`src/rtl/cla_pipe_subtractor_pkg.sv`:
```
// Shared constants and the stage-register layout for the pipelined CLA subtractor.
package cla_pipe_subtractor_pkg;

  localparam int CLA_WIDTH   = 32;
  localparam int CLA_SLICE_W = 8;
  localparam int CLA_NSLICE  = CLA_WIDTH / CLA_SLICE_W;

  // One in-flight operation between slices.
  // diff_acc fills from the top down, one byte per stage, so it is fully
  // aligned when the last slice lands. a_rem/b_rem hold the operand bytes
  // still to be consumed, shifted so the next slice always reads bits [7:0].
  // b_rem already holds the inverted subtrahend.
  typedef struct packed {
    logic                 valid;
    logic                 carry;
    logic [CLA_WIDTH-1:0] diff_acc;
    logic [CLA_WIDTH-1:0] a_rem;
    logic [CLA_WIDTH-1:0] b_rem;
    logic                 a_msb;
    logic                 b_msb;
  } stage_t;

endpackage

```
`src/rtl/cla_slice8.sv`:
```
// Combinational 8-bit carry-lookahead adder slice with group propagate/generate.
module cla_slice8 (
  input  logic [7:0] x,
  input  logic [7:0] y,
  input  logic       cin,
  output logic [7:0] s,
  output logic       cout,
  output logic       group_p,
  output logic       group_g
);

  logic [7:0] g;
  logic [7:0] p;
  logic [8:0] c;
  logic       prop;
  logic       gen;

  assign g = x & y;
  assign p = x ^ y;

  // Every carry is formed directly from the bit generate/propagate terms and
  // cin (no ripple): c[i+1] = g[i] | p[i]g[i-1] | ... | p[i..0]cin.
  always_comb begin
    c       = '0;
    c[0]    = cin;
    prop    = 1'b1;
    gen     = 1'b0;
    group_p = 1'b0;
    group_g = 1'b0;
    for (int i = 0; i < 8; i++) begin
      prop = 1'b1;
      gen  = 1'b0;
      for (int j = i; j >= 0; j--) begin
        gen  = gen | (prop & g[j]);
        prop = prop & p[j];
      end
      c[i+1] = gen | (prop & cin);
      if (i == 7) begin
        group_p = prop;
        group_g = gen;
      end
    end
  end

  assign s    = p ^ c[7:0];
  assign cout = c[8];

endmodule

```
`src/rtl/cla_pipe_subtractor.sv`:
```
// Pipelined 32-bit subtractor: diff = a + ~b + 1, one 8-bit CLA slice per stage,
// with a single global advance so bubbles travel with the data. WIDTH, SLICE_W
// and NSLICE must match the package constants that size the stage registers.
module cla_pipe_subtractor
  import cla_pipe_subtractor_pkg::*;
#(
  parameter int WIDTH   = CLA_WIDTH,
  parameter int SLICE_W = CLA_SLICE_W,
  parameter int NSLICE  = CLA_NSLICE
) (
  input  logic             clk,
  input  logic             rst_n,
  input  logic             in_valid,
  output logic             in_ready,
  input  logic [WIDTH-1:0] a,
  input  logic [WIDTH-1:0] b,
  output logic             out_valid,
  input  logic             out_ready,
  output logic [WIDTH-1:0] diff,
  output logic             borrow,
  output logic             overflow,
  output logic             zero
);

  // Signed overflow of a - b: operands of opposite sign and a result whose
  // sign differs from the minuend.
  function automatic logic sub_overflow(input logic a_msb, input logic b_msb,
                                        input logic d_msb);
    return (a_msb ^ b_msb) & (d_msb ^ a_msb);
  endfunction

  stage_t             st      [NSLICE-1];
  stage_t             st_next [NSLICE-1];
  logic [SLICE_W-1:0] x_in    [NSLICE];
  logic [SLICE_W-1:0] y_in    [NSLICE];
  logic [SLICE_W-1:0] sum     [NSLICE];
  logic [NSLICE-1:0]  c_in;
  logic [NSLICE-1:0]  cout;
  logic [NSLICE-1:0]  grp_p;
  logic [NSLICE-1:0]  grp_g;
  logic [WIDTH-1:0]   b_inv;
  logic [WIDTH-1:0]   diff_next;
  logic               adv;

  // The whole pipe moves only when the output register is empty or draining.
  assign adv      = ~out_valid | out_ready;
  assign in_ready = adv;
  assign b_inv    = ~b;

  // Slice operands: stage 0 reads the ports, later stages read the bytes and
  // carry left by the previous stage.
  always_comb begin
    for (int k = 0; k < NSLICE; k++) begin
      x_in[k] = '0;
      y_in[k] = '0;
    end
    c_in    = '0;
    x_in[0] = a[SLICE_W-1:0];
    y_in[0] = b_inv[SLICE_W-1:0];
    c_in[0] = 1'b1;
    for (int k = 1; k < NSLICE; k++) begin
      x_in[k] = st[k-1].a_rem[SLICE_W-1:0];
      y_in[k] = st[k-1].b_rem[SLICE_W-1:0];
      c_in[k] = st[k-1].carry;
    end
  end

  for (genvar k = 0; k < NSLICE; k++) begin : g_slice
    cla_slice8 u_slice (
      .x       (x_in[k]),
      .y       (y_in[k]),
      .cin     (c_in[k]),
      .s       (sum[k]),
      .cout    (cout[k]),
      .group_p (grp_p[k]),
      .group_g (grp_g[k])
    );
  end

  // Next contents of the internal stages: new byte enters at the top of
  // diff_acc, consumed operand bytes are shifted out.
  always_comb begin
    for (int k = 0; k < NSLICE-1; k++) st_next[k] = '0;
    st_next[0].valid    = in_valid;
    st_next[0].carry    = cout[0];
    st_next[0].diff_acc = {sum[0], {(WIDTH-SLICE_W){1'b0}}};
    st_next[0].a_rem    = a >> SLICE_W;
    st_next[0].b_rem    = b_inv >> SLICE_W;
    st_next[0].a_msb    = a[WIDTH-1];
    st_next[0].b_msb    = b[WIDTH-1];
    for (int k = 1; k < NSLICE-1; k++) begin
      st_next[k].valid    = st[k-1].valid;
      st_next[k].carry    = cout[k];
      st_next[k].diff_acc = {sum[k], (WIDTH-SLICE_W)'(st[k-1].diff_acc >> SLICE_W)};
      st_next[k].a_rem    = st[k-1].a_rem >> SLICE_W;
      st_next[k].b_rem    = st[k-1].b_rem >> SLICE_W;
      st_next[k].a_msb    = st[k-1].a_msb;
      st_next[k].b_msb    = st[k-1].b_msb;
    end
  end

  assign diff_next = {sum[NSLICE-1],
                      (WIDTH-SLICE_W)'(st[NSLICE-2].diff_acc >> SLICE_W)};

  // Internal stage registers, slices 0..NSLICE-2.
  always_ff @(posedge clk or negedge rst_n) begin
    if (!rst_n) begin
      for (int k = 0; k < NSLICE-1; k++) st[k] <= '0;
    end else if (adv) begin
      for (int k = 0; k < NSLICE-1; k++) st[k] <= st_next[k];
    end
  end

  // Output stage: last slice plus flags; a bubble leaves the previous result
  // in place and only clears out_valid.
  always_ff @(posedge clk or negedge rst_n) begin
    if (!rst_n) begin
      out_valid <= 1'b0;
      diff      <= '0;
      borrow    <= 1'b0;
      overflow  <= 1'b0;
      zero      <= 1'b0;
    end else if (adv) begin
      out_valid <= st[NSLICE-2].valid;
      if (st[NSLICE-2].valid) begin
        diff     <= diff_next;
        borrow   <= ~cout[NSLICE-1];
        overflow <= sub_overflow(st[NSLICE-2].a_msb, st[NSLICE-2].b_msb,
                                 diff_next[WIDTH-1]);
        zero     <= ~|diff_next;
      end
    end
  end

endmodule

```
`config.mk`:
```
export PLATFORM = sky130hd
export DESIGN_NAME = cla_pipe_subtractor
export DESIGN_NICKNAME = d
export VERILOG_FILES = /design/src/rtl/cla_pipe_subtractor_pkg.sv /design/src/rtl/cla_slice8.sv /design/src/rtl/cla_pipe_subtractor.sv
export SDC_FILE = /design/constraint.sdc
export NUM_CORES = 1
export LEC_CHECK = 0
export ABC_AREA = 1
export CELL_PAD_IN_SITES_DETAIL_PLACEMENT = 0
export CELL_PAD_IN_SITES_GLOBAL_PLACEMENT = 1
export CORE_MARGIN = 1.5
export CORE_UTILIZATION = 46
export CTS_CLUSTER_SIZE = 24
export DETAILED_ROUTE_END_ITERATION = 10
export MAX_ROUTING_LAYER = met4
export PLACE_DENSITY = 0.85
export SYNTH_ARGS = -nofsm -noshare
export SYNTH_HDL_FRONTEND = slang
export SYNTH_HIERARCHICAL = 1
export SYNTH_SLANG_ARGS = --single-unit
```
`constraint.sdc`:
```
create_clock -name clk -period 2.64 [get_ports clk]
set_input_delay 0.528 -clock clk [delete_from_list [all_inputs] [get_ports clk]]
set_output_delay 0.528 -clock clk [all_outputs]
set_load 0.01 [all_outputs]
```
# After elaboration in Yosys (flattened, before gate mapping)
# Index checks and enable logic that the tools add are counted.
# op_classes
bitwise	411
n_reduce_logical	3
# op_table
operator	count
1-bit AND	249
1-bit bitwise OR	145
8-bit XOR	8
8-bit AND	4
32-bit NOT	1
32-bit OR reduction	1
1-bit NOT	2
2-bit AND reduction	1
1-bit XOR	2
1-bit zero test	1
# totals
register_bits	192
inputBits	68
output_inout_bits	37
elab_cells	440

# Logic depth before layout (Yosys ltp)
# depth
word_depth	12
mapped_depth	15
ltp_nobuf	14

# By module
# The synthesis kept the hierarchy.
# by_module_without_submodules
module	instances	cells_per_inst	area_per_inst_um2	seq_area_each_um2
cla_pipe_subtractor	1	785	7190.6	4729.5
cla_slice8	4	87	525.5	0.0

# Worst setup path after synthesis
# No wires, ideal clock.
# synth_timing
path_kind	register -> register
start	register st[6] (netlist name)
end	register zero
setup_ns	0.078
arrival_time_ns	1.654
t_required_ns	2.562
slack_ns	0.908
stages_incl_launch_ff	15
path_buffers	1
synth_period_minus_slack_ns	1.732
path_cell_list	dfrtp_1 > ha_1 > buf_2 > nand2_2 > nor2_4 > nand3_2 > nand2_2 > inv_2 > nand4_1 > nand2_1 > nor2_1 > nand2_1 > nor2_1 > nand3_1 > o21bai_1
# synth_via
elab_chain_cells	11
elab_cells_between_ends	53
classes_between	bitwise: 51; reduce/logical: 2
# synth_rtl
item	line_no	rtl
8-bit AND or 8-bit XOR (tied branches)	cla_slice8.sv:18, cla_slice8.sv:19	
1-bit AND, on equally long branches	cla_slice8.sv:34, cla_slice8.sv:35	
1-bit bitwise OR (tied with other cells) (4 in a row)	cla_slice8.sv:34	gen = gen | (prop & g[j]);
1-bit bitwise OR or 1-bit AND (tied branches)	cla_slice8.sv:34, cla_slice8.sv:37	
1-bit bitwise OR *	cla_slice8.sv:37	c[i+1] = gen | (prop & cin);
8-bit XOR *	cla_slice8.sv:45	assign s = p ^ c[7:0];
named net diff_next[31]	cla_pipe_subtractor.sv:42	logic [WIDTH-1:0] diff_next;
32-bit OR reduction *	cla_pipe_subtractor.sv:130	zero <= ~|diff_next;
1-bit zero test *	cla_pipe_subtractor.sv:130	
to (signal assigned)	cla_pipe_subtractor.sv:130	
to (decl)	cla_pipe_subtractor.sv:22	output logic zero
# The timed path passes the listed nets; every way through them passes the cells marked *.
# A chain may end at the register's enable or synchronous reset.

# Worst setup path in the final report
# layout_timing
start	input out_ready
end	output in_ready
# layout_via
elab_chain_cells	1
# layout_rtl
item	line_no	rtl
from (decl)	cla_pipe_subtractor.sv:18	input logic out_ready,
1-bit bitwise OR	cla_pipe_subtractor.sv:46	assign adv = ~out_valid | out_ready;
to (decl)	cla_pipe_subtractor.sv:14	output logic in_ready,
# No other way between the ends.

==> out/qor.yml <==
status: "complete, no violations"
tightest_slew_ns: 0.584
yosysWarnings: 6
ant_nets: 0
finalInstanceArea_um2: 11100
cts_setup_buffers: 0
start_util: 0.472
cp_max_fo: 5
crit_arrival_ns: 1.78
wl_per_cell_um: 12.3
crit_buf_inv: 3
drive_gt1_frac: 0.0705
cts_tree: "yes"
rows: 51
gp_congestion: 0.923
finalSetupViolCount: 0
dpl.hpwl_mm: 13.1
core_um2: 19600
finalHoldViolations: 0
utilization: 0.566
crit_chain: "clkdlybuf4s50_1, inv_1, nand2_4, clkdlybuf4s50_1"
fin_crit_sh: 0.873
htreeDepth: 4
antenna_found_initial: 0
postCtsResizedCells: 0
synth_area_per_cell_um2: 8.24
slowest_stage: "clkdlybuf4s50_1"
portBuffers: 104
max_freq_ghz: 0.434
die_y_um: 145
finClkSkew_ns: 0.00954
grt_pass1_vias: 6261
grtUsageTotal: 0.194
die_area_um2: 21000
r2r_start: "st[5]$_DFFE_PN0P_"
maxCapViolCount: 0
overflow: 0
cp-end-kind: "output port"
final_cell_mix: "487 x nand2_1, 189 x dfrtp_1, 103 x clkdlybuf4s50_1"
rsz0062_at_grt: "false"
antennaDiodeCount: 0
path_class: "in2out"
min_path_type: "in2async"
drt-total-wl_mm: 18.3
vias: 6977
syn-cell-area_um2: 9240
dr.first_iter.drc_count: 509
cts.sinks: 189
p_leak_nw: 5.63
grt_pass1_wl_mm: 31.3
crit_top_cell: "clkdlybuf4s50_1"
worstSetupStartpointType: "primary input"
required_ns: 2.11
synth_cells: 1121
peakVddDrop_v: 0.000620
grt_max_degree: 109
postPlaceCellArea_um2: 10500
ctsHoldBuffers: 0
io_pins: 105
clockBufferDepth: 2
critPathTopFamily: "buffers and inverters"
slew_headroom: 0.611
firstDrtPassIters: 5
die_w_um: 145
cts_buffers: 17
final_common_cell: "nand2_1"
fin_nets: 1315
fin_setup_tns_ns: 0
clock_latency_ns: 0.42
crit_start: "out_ready"
slew_violations: 0
p_per_area_nw_per_um2: 1170
path_clk_slew_ns: 0.07
area_growth_pct: 19.9
post-route-drc-count: 0
root_buffer: "clkbuf_16"
vias_per_cell: 4.70
critPathMaxStageDelay_ns: 0.60
period_needed_ns: 2.30
power breakdown:
part           switching [W]  internal (W)  total [W]
sequential          0.000737       0.00412    0.00486
combinational        0.00334       0.00221    0.00554
clock                0.00114       0.00140    0.00254
total                0.00522       0.00773     0.0129
area by class of cell:
type                    instances  area, um^2
repair buffers                116        1230
multi-input cells             799        3880
well taps                     265         332
fillers                      1848        8510
flip-flops and latches        189        4730
clock buffers                  20         467
inverters                      84         318
clock inverters                12         124
per-layer routing:
| layer | track usage | vias to the layer above | part of all wire |
|---|---|---|---|
| li1 | - | 3675 | - |
| met1 | 0.304 | 3154 | 0.54 |
| met2 | 0.261 | 131 | 0.41 |
| met3 | 0.0276 | 17 | 0.033 |
| met4 | 0.0494 | 0 | 0.013 |
| met5 | - | - | 0 |
flip-flops by register name (all words and copies together) (netlist names):
signal	cells
st	126
borrow	1
overflow	1
zero	1
out_valid	1
diff	32
c_in	3
diff_next	24
stage by stage:
stage	hold slack, ns	std cells	setup WS [ns]	total power, W
finish	0.103	1485	0.335	0.0129
global route	0.142	1485	0.300	0.0142
CTS	0.113	1485	0.309	0.0131
detailed placement	0.458	1453	0.320	0.0105
global placement	0.453	1453	0.311	0.0104
floorplan	0.232	1124	0.908	0.00881
worst paths after layout:
check / end / slack [ns] / depth (start not counted)
max: in_ready / 0.34 / 4
min: st[252]$_DFFE_PN0P_ / 0.10 / 1
max reg2reg: zero$_DFFE_PN0P_ / 0.53 / 14
min reg2reg: st[185]$_DFFE_PN0P_ / 0.47 / 2
max in group asynchronous: st[293]$_DFFE_PN0P_ / 1.86 / 2
min in group clk: st[185]$_DFFE_PN0P_ / 0.47 / 2
No activity file was read; power rests on OpenSTA's default activity.
